### src/rtl/clock_freq_meter.sv
// Frequency meter: counts synchronized rising edges of SIG_IN over a gate of
// CLK_FREQ system-clock cycles (one second) and reports the count in Hz.
module clock_freq_meter #(
  parameter int CNT_W       = 32,
  parameter int SYNC_STAGES = 2
) (
  input  logic             RESET_n,
  input  logic             CLK,
  input  logic [31:0]      CLK_FREQ,
  input  logic             SIG_IN,
  input  logic             START,
  input  logic             CONT,
  output logic [CNT_W-1:0] FREQ_OUT,
  output logic             FREQ_VALID,
  output logic             BUSY,
  output logic             OVERFLOW,
  output logic             CFG_ERR
);

  typedef enum logic [1:0] {IDLE, ARM, GATE, DONE} state_t;

  state_t                 state;
  logic [SYNC_STAGES-1:0] sync_q;
  logic                   sync_out;
  logic                   prev;
  logic                   edge_pulse;
  logic [31:0]            gate_len;
  logic [31:0]            gate_cnt;
  logic [CNT_W-1:0]       edge_cnt;
  logic [CNT_W-1:0]       edge_cnt_nxt;
  logic                   ovf_flag;
  logic                   ovf_nxt;

  assign sync_out   = sync_q[SYNC_STAGES-1];
  assign edge_pulse = sync_out & ~prev;

  // Reset to 0 so a signal already high at reset release counts as one edge.
  always_ff @(posedge CLK or negedge RESET_n) begin
    if (!RESET_n) begin
      sync_q <= '0;
      prev   <= 1'b0;
    end else begin
      sync_q <= {sync_q[SYNC_STAGES-2:0], SIG_IN};
      prev   <= sync_out;
    end
  end

  always_comb begin
    edge_cnt_nxt = edge_cnt;
    ovf_nxt      = ovf_flag;
    if (edge_pulse) begin
      if (&edge_cnt) ovf_nxt = 1'b1;
      else           edge_cnt_nxt = edge_cnt + 1'b1;
    end
  end

  // Results are loaded on the last GATE edge so they are visible during DONE.
  always_ff @(posedge CLK or negedge RESET_n) begin
    if (!RESET_n) begin
      state      <= IDLE;
      gate_len   <= '0;
      gate_cnt   <= '0;
      edge_cnt   <= '0;
      ovf_flag   <= 1'b0;
      FREQ_OUT   <= '0;
      FREQ_VALID <= 1'b0;
      BUSY       <= 1'b0;
      OVERFLOW   <= 1'b0;
      CFG_ERR    <= 1'b0;
    end else begin
      FREQ_VALID <= 1'b0;
      CFG_ERR    <= 1'b0;
      case (state)
        IDLE: begin
          if (START || CONT) begin
            gate_len <= CLK_FREQ;
            if (CLK_FREQ == 32'd0) begin
              CFG_ERR <= 1'b1;
            end else begin
              state <= ARM;
              BUSY  <= 1'b1;
            end
          end
        end
        ARM: begin
          edge_cnt <= '0;
          gate_cnt <= '0;
          ovf_flag <= 1'b0;
          state    <= GATE;
        end
        GATE: begin
          gate_cnt <= gate_cnt + 32'd1;
          edge_cnt <= edge_cnt_nxt;
          ovf_flag <= ovf_nxt;
          if (gate_cnt == gate_len - 32'd1) begin
            FREQ_OUT   <= edge_cnt_nxt;
            OVERFLOW   <= ovf_nxt;
            FREQ_VALID <= 1'b1;
            state      <= DONE;
          end
        end
        DONE: begin
          if (CONT) begin
            gate_len <= CLK_FREQ;
            if (CLK_FREQ == 32'd0) begin
              CFG_ERR <= 1'b1;
              BUSY    <= 1'b0;
              state   <= IDLE;
            end else begin
              state <= ARM;
            end
          end else begin
            BUSY  <= 1'b0;
            state <= IDLE;
          end
        end
        default: begin
          BUSY  <= 1'b0;
          state <= IDLE;
        end
      endcase
    end
  end

endmodule

### config.mk
export PLATFORM = sky130hd
export DESIGN_NAME = clock_freq_meter
export DESIGN_NICKNAME = d
export VERILOG_FILES = /design/src/rtl/clock_freq_meter.sv
export SDC_FILE = /design/constraint.sdc
export NUM_CORES = 1
export LEC_CHECK = 0
export CAP_MARGIN = 10
export CORE_ASPECT_RATIO = 1.1
export CORE_MARGIN = 4
export CORE_UTILIZATION = 60
export CTS_BUF_LIST = sky130_fd_sc_hd__clkbuf_4
export DETAILED_ROUTE_END_ITERATION = 8
export PLACE_DENSITY = 0.83
export RECOVER_POWER = 100
export SLEW_MARGIN = 30
export SYNTH_ARGS = -nofsm -noshare
export SYNTH_HDL_FRONTEND = slang
export SYNTH_SLANG_ARGS = --single-unit
### constraint.sdc
create_clock -name CLK -period 4.8 [get_ports CLK]
set_input_delay 1.2 -clock CLK [delete_from_list [all_inputs] [get_ports CLK]]
set_output_delay 1.2 -clock CLK [all_outputs]
set_load 0.02 [all_outputs]
==> results of run 1 <==
-- worst max path at each step --
stage	endpoint	slack (ps)	startpoint	cells after the start
after floorplan	FREQ_OUT[0]	1310	gate_len[0]	12
after global placement	FREQ_OUT[31]	860	gate_len[0]	11
after detailed placement	FREQ_OUT[31]	790	gate_len[0]	11
after CTS	FREQ_OUT[31]	780	gate_len[0]	11
after global routing	FREQ_OUT[3]	340	gate_len[0]	11
final	FREQ_OUT[3]	590	gate_len[0]	11
-- metrics by stage --
| step | util, % | total power (W) | instance area (um2) | worst slack [ps] |
|---|---|---|---|---|
| 4_1_cts | 70.2 | 0.00393 | 9310 | 781 |
| 5_1_grt | 69.1 | 0.00416 | 9170 | 339 |
| 3_3_place_gp | 68.2 | 0.00315 | 9050 | 864 |
| 3_5_place_dp | 68.2 | 0.00320 | 9050 | 792 |
| 2_1_floorplan | - | 0.00274 | 8200 | 1310 |
| 6_report | 69.1 | 0.00391 | 9170 | 586 |
-- layout make-up --
cell class	instances	area, um2	share of cell area (%)
Timing Repair Buffer	83	805	8.78
Sequential cell	138	3450	37.7
Clock inverter	14	131	1.43
Inverter	25	93.8	1.02
Clock buffer	17	128	1.39
Tap cell	184	230	2.51
Multi-Input combinational cell	609	4330	47.2
-- metal layers --
metal,GRT usage [%],wire length (um),vias to the layer above
li1,-,-,3091
met1,32.9,8440,3256
met2,47.7,10600,202
met3,4.18,733,55
met4,12.0,611,0
met5,0,0,-
-- sequential cells by signal (all words and copies together) (netlist names) --
register / count
FREQ_VALID: 1
edge_cnt: 32
prev: 1
ovf_flag: 1
gate_cnt: 32
sync_q: 2
gate_len: 32
FREQ_OUT: 32
BUSY: 1
state: 2
CFG_ERR: 1
OVERFLOW: 1
-- cell families (layout without fill, tap and decap cells) --
| group | Yosys count | in the layout |
|---|---|---|
| buf+inv | 70 | 139 |
| fa+ha+maj | 7 | 7 |
| simple gates | 310 | 310 |
| flops | 138 | 138 |
| xor+xnor | 86 | 86 |
| mux | 87 | 87 |
| compound gates | 119 | 119 |
-- report_power, final --
group / internal [W] / switching [W]
sequential: 0.00133 / 0.000293
combinational: 0.000629 / 0.000943
clock: 0.000299 / 0.000421
total: 0.00226 / 0.00166
-- placed cells by master (no fill, tap or decap), types with 17 or more instances in the layout --
cell	Yosys	routed
xor2_1	33	33
dlygate4sd3_1	0	39
dfrtp_1	138	138
inv_1	24	25
nor3_1	29	29
nand4_1	27	28
nand2_1	39	39
mux2_1	0	28
o21ai_0	26	26
xnor2_1	53	53
clkdlybuf4s50_1	0	32
o2bb2ai_1	22	22
mux2_2	36	36
nor4_1	21	22
nor2_1	79	80
mux2i_1	22	22
clkbuf_4	0	17
nand3_1	24	24
==> metrics, run 1 <==
maximum vdd ir drop 371 uV; total CTS buffers 17; Root Buffer Master clkbuf_4; XOR/XNOR Fraction of Synth Area 9.19%; worst-margin pin slew 3250 ps; vias in the first global route 6652; DP Cell Count 1039; Max H-tree Level 4; Hold Path Class flip-flop to flip-flop; Hold WS 361 ps; largest net degree at the start of global routing 69; fin crit share 87.8%; ant diodes 0; Syn Nets 861; Worst setup SP type flip-flop; Hold Startpoint sync_q[0]; max_slew headroom -117%; share of cells above drive strength 1 10.3%; Avg Synthesized Cell Area 10.0 um2; Port Buffers 72; GRT overflow 0; Final Hold Viols 0; floorplan row count 44; antenna violations before repair 0; RSZ-0062 raised after global routing no; fraction of synthesized area in multiplexers 12.9%; post-CTS sizing 0; IO Count 73; Compound-Gate Fraction of Synth Area 10.3%; nets@finish 918; fmax 237 MHz; clk buf depth 2; Post-Synth Simple-Gate Area 20.8%; post-synthesis adder-cell area fraction 1.07%; via count 6604; critical path arrival 4630 ps; post-CTS setup repair buffer count 0; main flop type after synthesis dfrtp_1; max incr delay on CP 660 ps; GPL Wtd Cong 0.906; Die Area 15600 um2; DRC violations left 0; Commonest cells post-synth 138 x dfrtp_1, 79 x nor2_1, 53 x xnor2_1, 39 x nand2_1, 37 x clkbuf_1; CTS tree yes; slowest stage cell on the critical path or4b_1; flop2flop setup slack 590 ps; cts hold-fix bufs 0; DR iter-0 viols 529; final setup fails 0; Seq/Total Area, Yosys 42.1%; Post-Syn Instances 817; register bit total from synthesis 138; status finished, violations left; largest family of logic cells by synthesized area simple AND/OR/NAND/NOR gates; async set-reset flop share out of synthesis 100%; CP Max Fanout 32; worst flop-to-flop path startpoint gate_len[0]; Core Area 13300 um2; Synth area leader dfrtp_1; cell with the most instances after synthesis dfrtp_1; Yosys warning total 0; Worst-Skew Late Latency 540 ps; final wirelength 20.4 mm; Fin Setup TNS 0 ps; Worst R2R End FREQ_OUT[3]; starting density of the core 61.8%; CP Data Required Time 5220 ps; vias per cell 6.17; Antenna Nets Post-Route 0; delay-heaviest family, CP simple AND/OR/NAND/NOR gates; top cells by area, synth dfrtp_1 42%, xnor2_1 5.7%, mux2_4 5.3%, mux2_2 4.9%, nor2_1 3.6%; Slew Limit Fails 102; Area Overhead vs Synth 11.9%; CP cell instances inv_1 -> ha_1 -> or4b_1 -> or4_1 -> nor4_2 -> o22ai_1 -> nor4_1 -> nand4_1 -> nor2_1 -> buf_12 -> mux2_1; mapped cell area 8200 um2; crit path buf inv count 2; Die Width 119 um; Die Y 131 um; Pwr Density 427 nW/um2; clock sinks 138; overall routing resource usage 26.9%; final HPWL from detailed placement 14.9 mm; failing checks capacitance limit, slew limit; CP Capture Type flip-flop; Layout Skew 13.9 ps; Non-Filler Instances 1070; max cap viols 2; fill cell count 1020; clock slew at reported path FFs 110 ps; drt first pass iters 6; hold depth 0; R2R depth 11; post-synth top area share 42.1%; Wirelength per Cell 19.1 um; post-layout minimum cycle time 4210 ps; WHS Endpoint sync_q[1]; wire length of the first global-routing pass 33.4 mm; crit path kind flip-flop to flip-flop; P_leak 3.99 nW; Post-synth EDFFs 0; post-synth cell types 70
Power figures use the tool's default switching activity.
==> run 2, diff against run 1 <==
==> constraint.sdc (replaced) <==
create_clock -name CLK -period 5.05 [get_ports CLK]
set_input_delay 1.2625 -clock CLK [delete_from_list [all_inputs] [get_ports CLK]]
set_output_delay 1.2625 -clock CLK [all_outputs]
set_load 0.02 [all_outputs]
==> run 2 against run 1 <==
The flow still finishes with violations (capacitance limit, slew limit). Cell count stayed put. Clock skew hardly changed. Setup slack better by 28 ps. Clock-buffer cell count is 2 higher. Die area stayed put. Flip-flop and latch count stayed put. Wire length is 0.53% higher. Critical path depth stayed put. Register-to-register slack better by 30 ps. Highest routed layer unchanged.
==> metrics, run 2 (synthesized netlist as in run 1, its figures left out) <==
DP Cell Count 1038; CP Data Required Time 5470 ps; Worst-Skew Late Latency 540 ps; Root Buffer Master clkbuf_4; fin crit share 87.8%; R2R depth 11; worst flop-to-flop path startpoint gate_len[0]; flop2flop setup slack 610 ps; crit path buf inv count 2; fmax 225 MHz; P_leak 4.00 nW; DR iter-0 viols 385; overall routing resource usage 27.6%; post-CTS setup repair buffer count 0; Hold Startpoint sync_q[0]; via count 6576; Port Buffers 72; Area Overhead vs Synth 12.4%; vias per cell 6.15; CP cell instances inv_1 -> ha_1 -> or4b_1 -> or4_1 -> nor4_2 -> o22ai_1 -> nor4_1 -> nand4_2 -> nor2_4 -> clkbuf_4 -> mux2_2; Fin Setup TNS 0 ps; WHS Endpoint sync_q[1]; largest net degree at the start of global routing 111; critical path arrival 4860 ps; Pwr Density 419 nW/um2; GRT overflow 0; CP Max Fanout 32; post-layout minimum cycle time 4440 ps; M3 GR Usage 4.61%; vias in the first global route 6809; worst-margin pin slew 2720 ps; slowest stage cell on the critical path or4_1; clk buf depth 2; starting density of the core 61.8%; met1 usage 32.9%; clock sinks 138; Placement Cell Area 9030 um2; antenna violations before repair 1; wire length of the first global-routing pass 34.1 mm; share of cells above drive strength 1 10.6%; Die Y 131 um; Worst setup SP type flip-flop; most common cell after layout, fill and taps aside dfrtp_1; delay-heaviest family, CP simple AND/OR/NAND/NOR gates; maximum vdd ir drop 270 uV; nets@finish 917; GPL Wtd Cong 0.888; Hold Path Class flip-flop to flip-flop; Antenna Nets Post-Route 0; Non-Filler Instances 1070; drt first pass iters 5; Wirelength per Cell 19.2 um; CTS tree yes; failing checks capacitance limit, slew limit; Slew Limit Fails 228; Die Width 119 um; floorplan row count 44; final wirelength 20.5 mm; highest-count cells in the layout ignoring fill and taps 138 x dfrtp_1, 79 x nor2_1, 53 x xnor2_1; CP Capture Type flip-flop; met2 usage 49.8%; Layout Skew 13.8 ps; max cap viols 4; clock slew at reported path FFs 110 ps; status finished, violations left; Hold WS 362 ps; max_slew headroom -81.2%; Final Hold Viols 0; Die Area 15600 um2; total CTS buffers 17; Worst R2R End FREQ_OUT[21]; design area 9210 um2; max incr delay on CP 660 ps; Max H-tree Level 4; IO Count 73; crit path kind flip-flop to flip-flop; final HPWL from detailed placement 15.0 mm; post-CTS sizing 0; hold depth 0; RSZ-0062 raised after global routing no; busiest grt layer met2; final setup fails 0; DRC violations left 0; Core Area 13300 um2; cts hold-fix bufs 0
==> run 2: layout make-up <==
class,instances,area [um2]
clock inverter,12,175
fill,1029,4050
tap,184,230
inverter,25,93.8
multi-input combinational,609,4340
timing repair buffer,82,772
sequential,138,3450
clock buffer,19,143
antenna,1,2.50
==> run 2: worst max path at each step <==
stage	from	end	slack (ps)	depth (start not counted)
4_1_cts	gate_len[0]	FREQ_OUT[21]	750	11
3_3_place_gp	gate_len[0]	FREQ_OUT[31]	910	11
3_5_place_dp	gate_len[0]	FREQ_OUT[21]	800	11
2_1_floorplan	gate_len[0]	FREQ_OUT[0]	1560	12
5_1_grt	RESET_n	edge_cnt[10]	320	2
6_report	gate_len[0]	FREQ_OUT[21]	610	11
==> run 2: per-layer routing <==
layer / part of all wire, % / routed length (um)
met5: 0 / 0
met2: 53 / 10900
met1: 40 / 8150
met4: 3.1 / 635
met3: 4.0 / 826
==> run 2: where the power goes <==
group,switching (W),leakage (nW),internal (W)
logic,0.000899,2.00,0.000616
clock network,0.000409,0.156,0.000399
registers,0.000270,1.84,0.00126
==> run 2: metrics by stage <==
stage / total power [W] / setup WS [ps] / utilization (%)
6_report: 0.00386 / 614 / 69.4
5_1_grt: 0.00409 / 317 / 69.4
4_1_cts: 0.00385 / 745 / 70.5
3_5_place_dp: 0.00305 / 803 / 68.1
3_3_place_gp: 0.00298 / 914 / 68.1
2_1_floorplan: 0.00261 / 1560 / -
==> run 3, diff against run 2 <==
--- a/config.mk
+++ b/config.mk
@@ -6,7 +6,6 @@
 export NUM_CORES = 1
 export LEC_CHECK = 0
 export CAP_MARGIN = 10
-export CORE_ASPECT_RATIO = 1.1
 export CORE_MARGIN = 4
 export CORE_UTILIZATION = 60
 export CTS_BUF_LIST = sky130_fd_sc_hd__clkbuf_4
==> run 3 against run 2 <==
Total power decreased by 1.3%. Highest routed layer is now met5. Clock-buffer cell count decreased by 1. Critical path type unchanged. Sequential share of layout area grew 0.15 points. Non-clock buffer count is 2 lower. Sequential power barely moved. Clock skew grew 5.0 ps. The flow still finishes with violations (capacitance limit, slew limit). Final area decreased by 0.39%. Critical path depth unchanged. Clock power is 1% lower.
==> metrics, run 3 (synthesized netlist as in run 1, its figures left out) <==
final wirelength 19.8 mm; fmax 217 MHz; crit path kind flip-flop to flip-flop; overall routing resource usage 26.2%; M3 GR Usage 6.99%; largest net degree at the start of global routing 119; WHS Endpoint sync_q[1]; GRT overflow 0; Hold Startpoint sync_q[0]; Final Hold Viols 0; Multi-input gate area 4360 um2; clk buf depth 2; drt first pass iters 5; hold depth 0; antenna violations before repair 1; max_slew headroom -42.9%; Die Area 15600 um2; wire length of the first global-routing pass 33.1 mm; critical path arrival 5090 ps; Pwr Density 415 nW/um2; Die Y 125 um; met1 usage 35.4%; Fin Setup TNS 0 ps; CP Max Fanout 18; register area 3450 um2; vias per cell 6.15; Area Overhead vs Synth 12.0%; DRC violations left 0; RSZ-0062 raised after global routing no; max cap viols 4; DR iter-0 viols 366; highest-count cells in the layout ignoring fill and taps 138 x dfrtp_1, 79 x nor2_1, 53 x xnor2_1; Antenna Nets Post-Route 0; total CTS buffers 17; post-CTS sizing 0; ant diodes 0; P_leak 3.98 nW; Max H-tree Level 4; cts hold-fix bufs 0; worst-margin pin slew 2140 ps; failing checks capacitance limit, slew limit; CP Data Required Time 5530 ps; nets@finish 915; Core Area 13300 um2; Layout Skew 18.7 ps; maximum vdd ir drop 300 uV; post-layout minimum cycle time 4610 ps; Hold WS 366 ps; Worst setup SP type flip-flop; final HPWL from detailed placement 14.3 mm; design area 9180 um2; post-CTS setup repair buffer count 0; crit path from gate_len[0]; final setup fails 0; clock slew at reported path FFs 130 ps; Placement Cell Area 9000 um2; IO Count 73; Root Buffer Master clkbuf_4; most common cell after layout, fill and taps aside dfrtp_1; status finished, violations left; Worst R2R End FREQ_OUT[8]; clock sinks 138; Port Buffers 72; vias in the first global route 6566; busiest grt layer met2; flop2flop setup slack 440 ps; CTS tree yes; met2 usage 41.6%; CP Capture Type flip-flop; R2R depth 11; via count 6520; Die Width 125 um; Worst-Skew Late Latency 600 ps; starting density of the core 61.6%; Slew Limit Fails 169; Wirelength per Cell 18.7 um; floorplan row count 42; worst flop-to-flop path startpoint gate_len[0]; fill cell count 1036; GPL Wtd Cong 0.907; fin crit share 91.3%; share of cells above drive strength 1 11.1%; Hold Path Class flip-flop to flip-flop
run 3: per-stage QoR:
step           utilization, %  worst slack [ps]  cells  total power, W
2_1_floorplan               -              1560    817         0.00261
3_3_place_gp             67.7               757   1027         0.00295
3_5_place_dp             67.7               636   1027         0.00302
4_1_cts                  70.0               608   1059         0.00381
5_1_grt                  69.0               227   1060         0.00405
6_report                 69.0               437   1060         0.00381
run 3: final cells by class:
class	count	area share [%]
inverters	25	1.04
clock buffers	18	1.47
repair buffers	80	8.15
well taps	176	2.40
multi-input cells	609	47.5
flip-flops and latches	138	37.6
clock inverters	14	1.85
run 3: worst max-delay path by stage:
stage	end	slack (ps)	cells past startpoint
after floorplan	FREQ_OUT[0]	1560	12
after global placement	FREQ_OUT[4]	760	11
after detailed placement	FREQ_OUT[6]	640	11
after CTS	FREQ_OUT[3]	610	11
after global routing	FREQ_OUT[10]	230	11
final	FREQ_OUT[8]	440	11
run 3: worst max-delay path: stages, from the launching register on:
cell,delay [ps]
dfrtp_1,470
inv_1,90
ha_1,220
or4b_1,650
or4_4,610
a2111oi_2,400
o22ai_1,130
nor4_1,430
nand4_2,270
nor2_4,500
clkbuf_2,350
mux2_1,360
run 3: power by group:
group / leakage, nW / switching (W) / internal [W] / total, W
logic: 1.99 / 0.000895 / 0.000580 / 0.00147
registers: 1.84 / 0.000273 / 0.00126 / 0.00154
clock network: 0.157 / 0.000446 / 0.000350 / 0.000797
total: 3.98 / 0.00161 / 0.00219 / 0.00381
run 3: routing by layer:
metal  vias up  routed length [um]
met5         -                  13
met4         2                 371
met3        34                1250
met2       211                9390
met1      3186                8820
li1       3087                   -
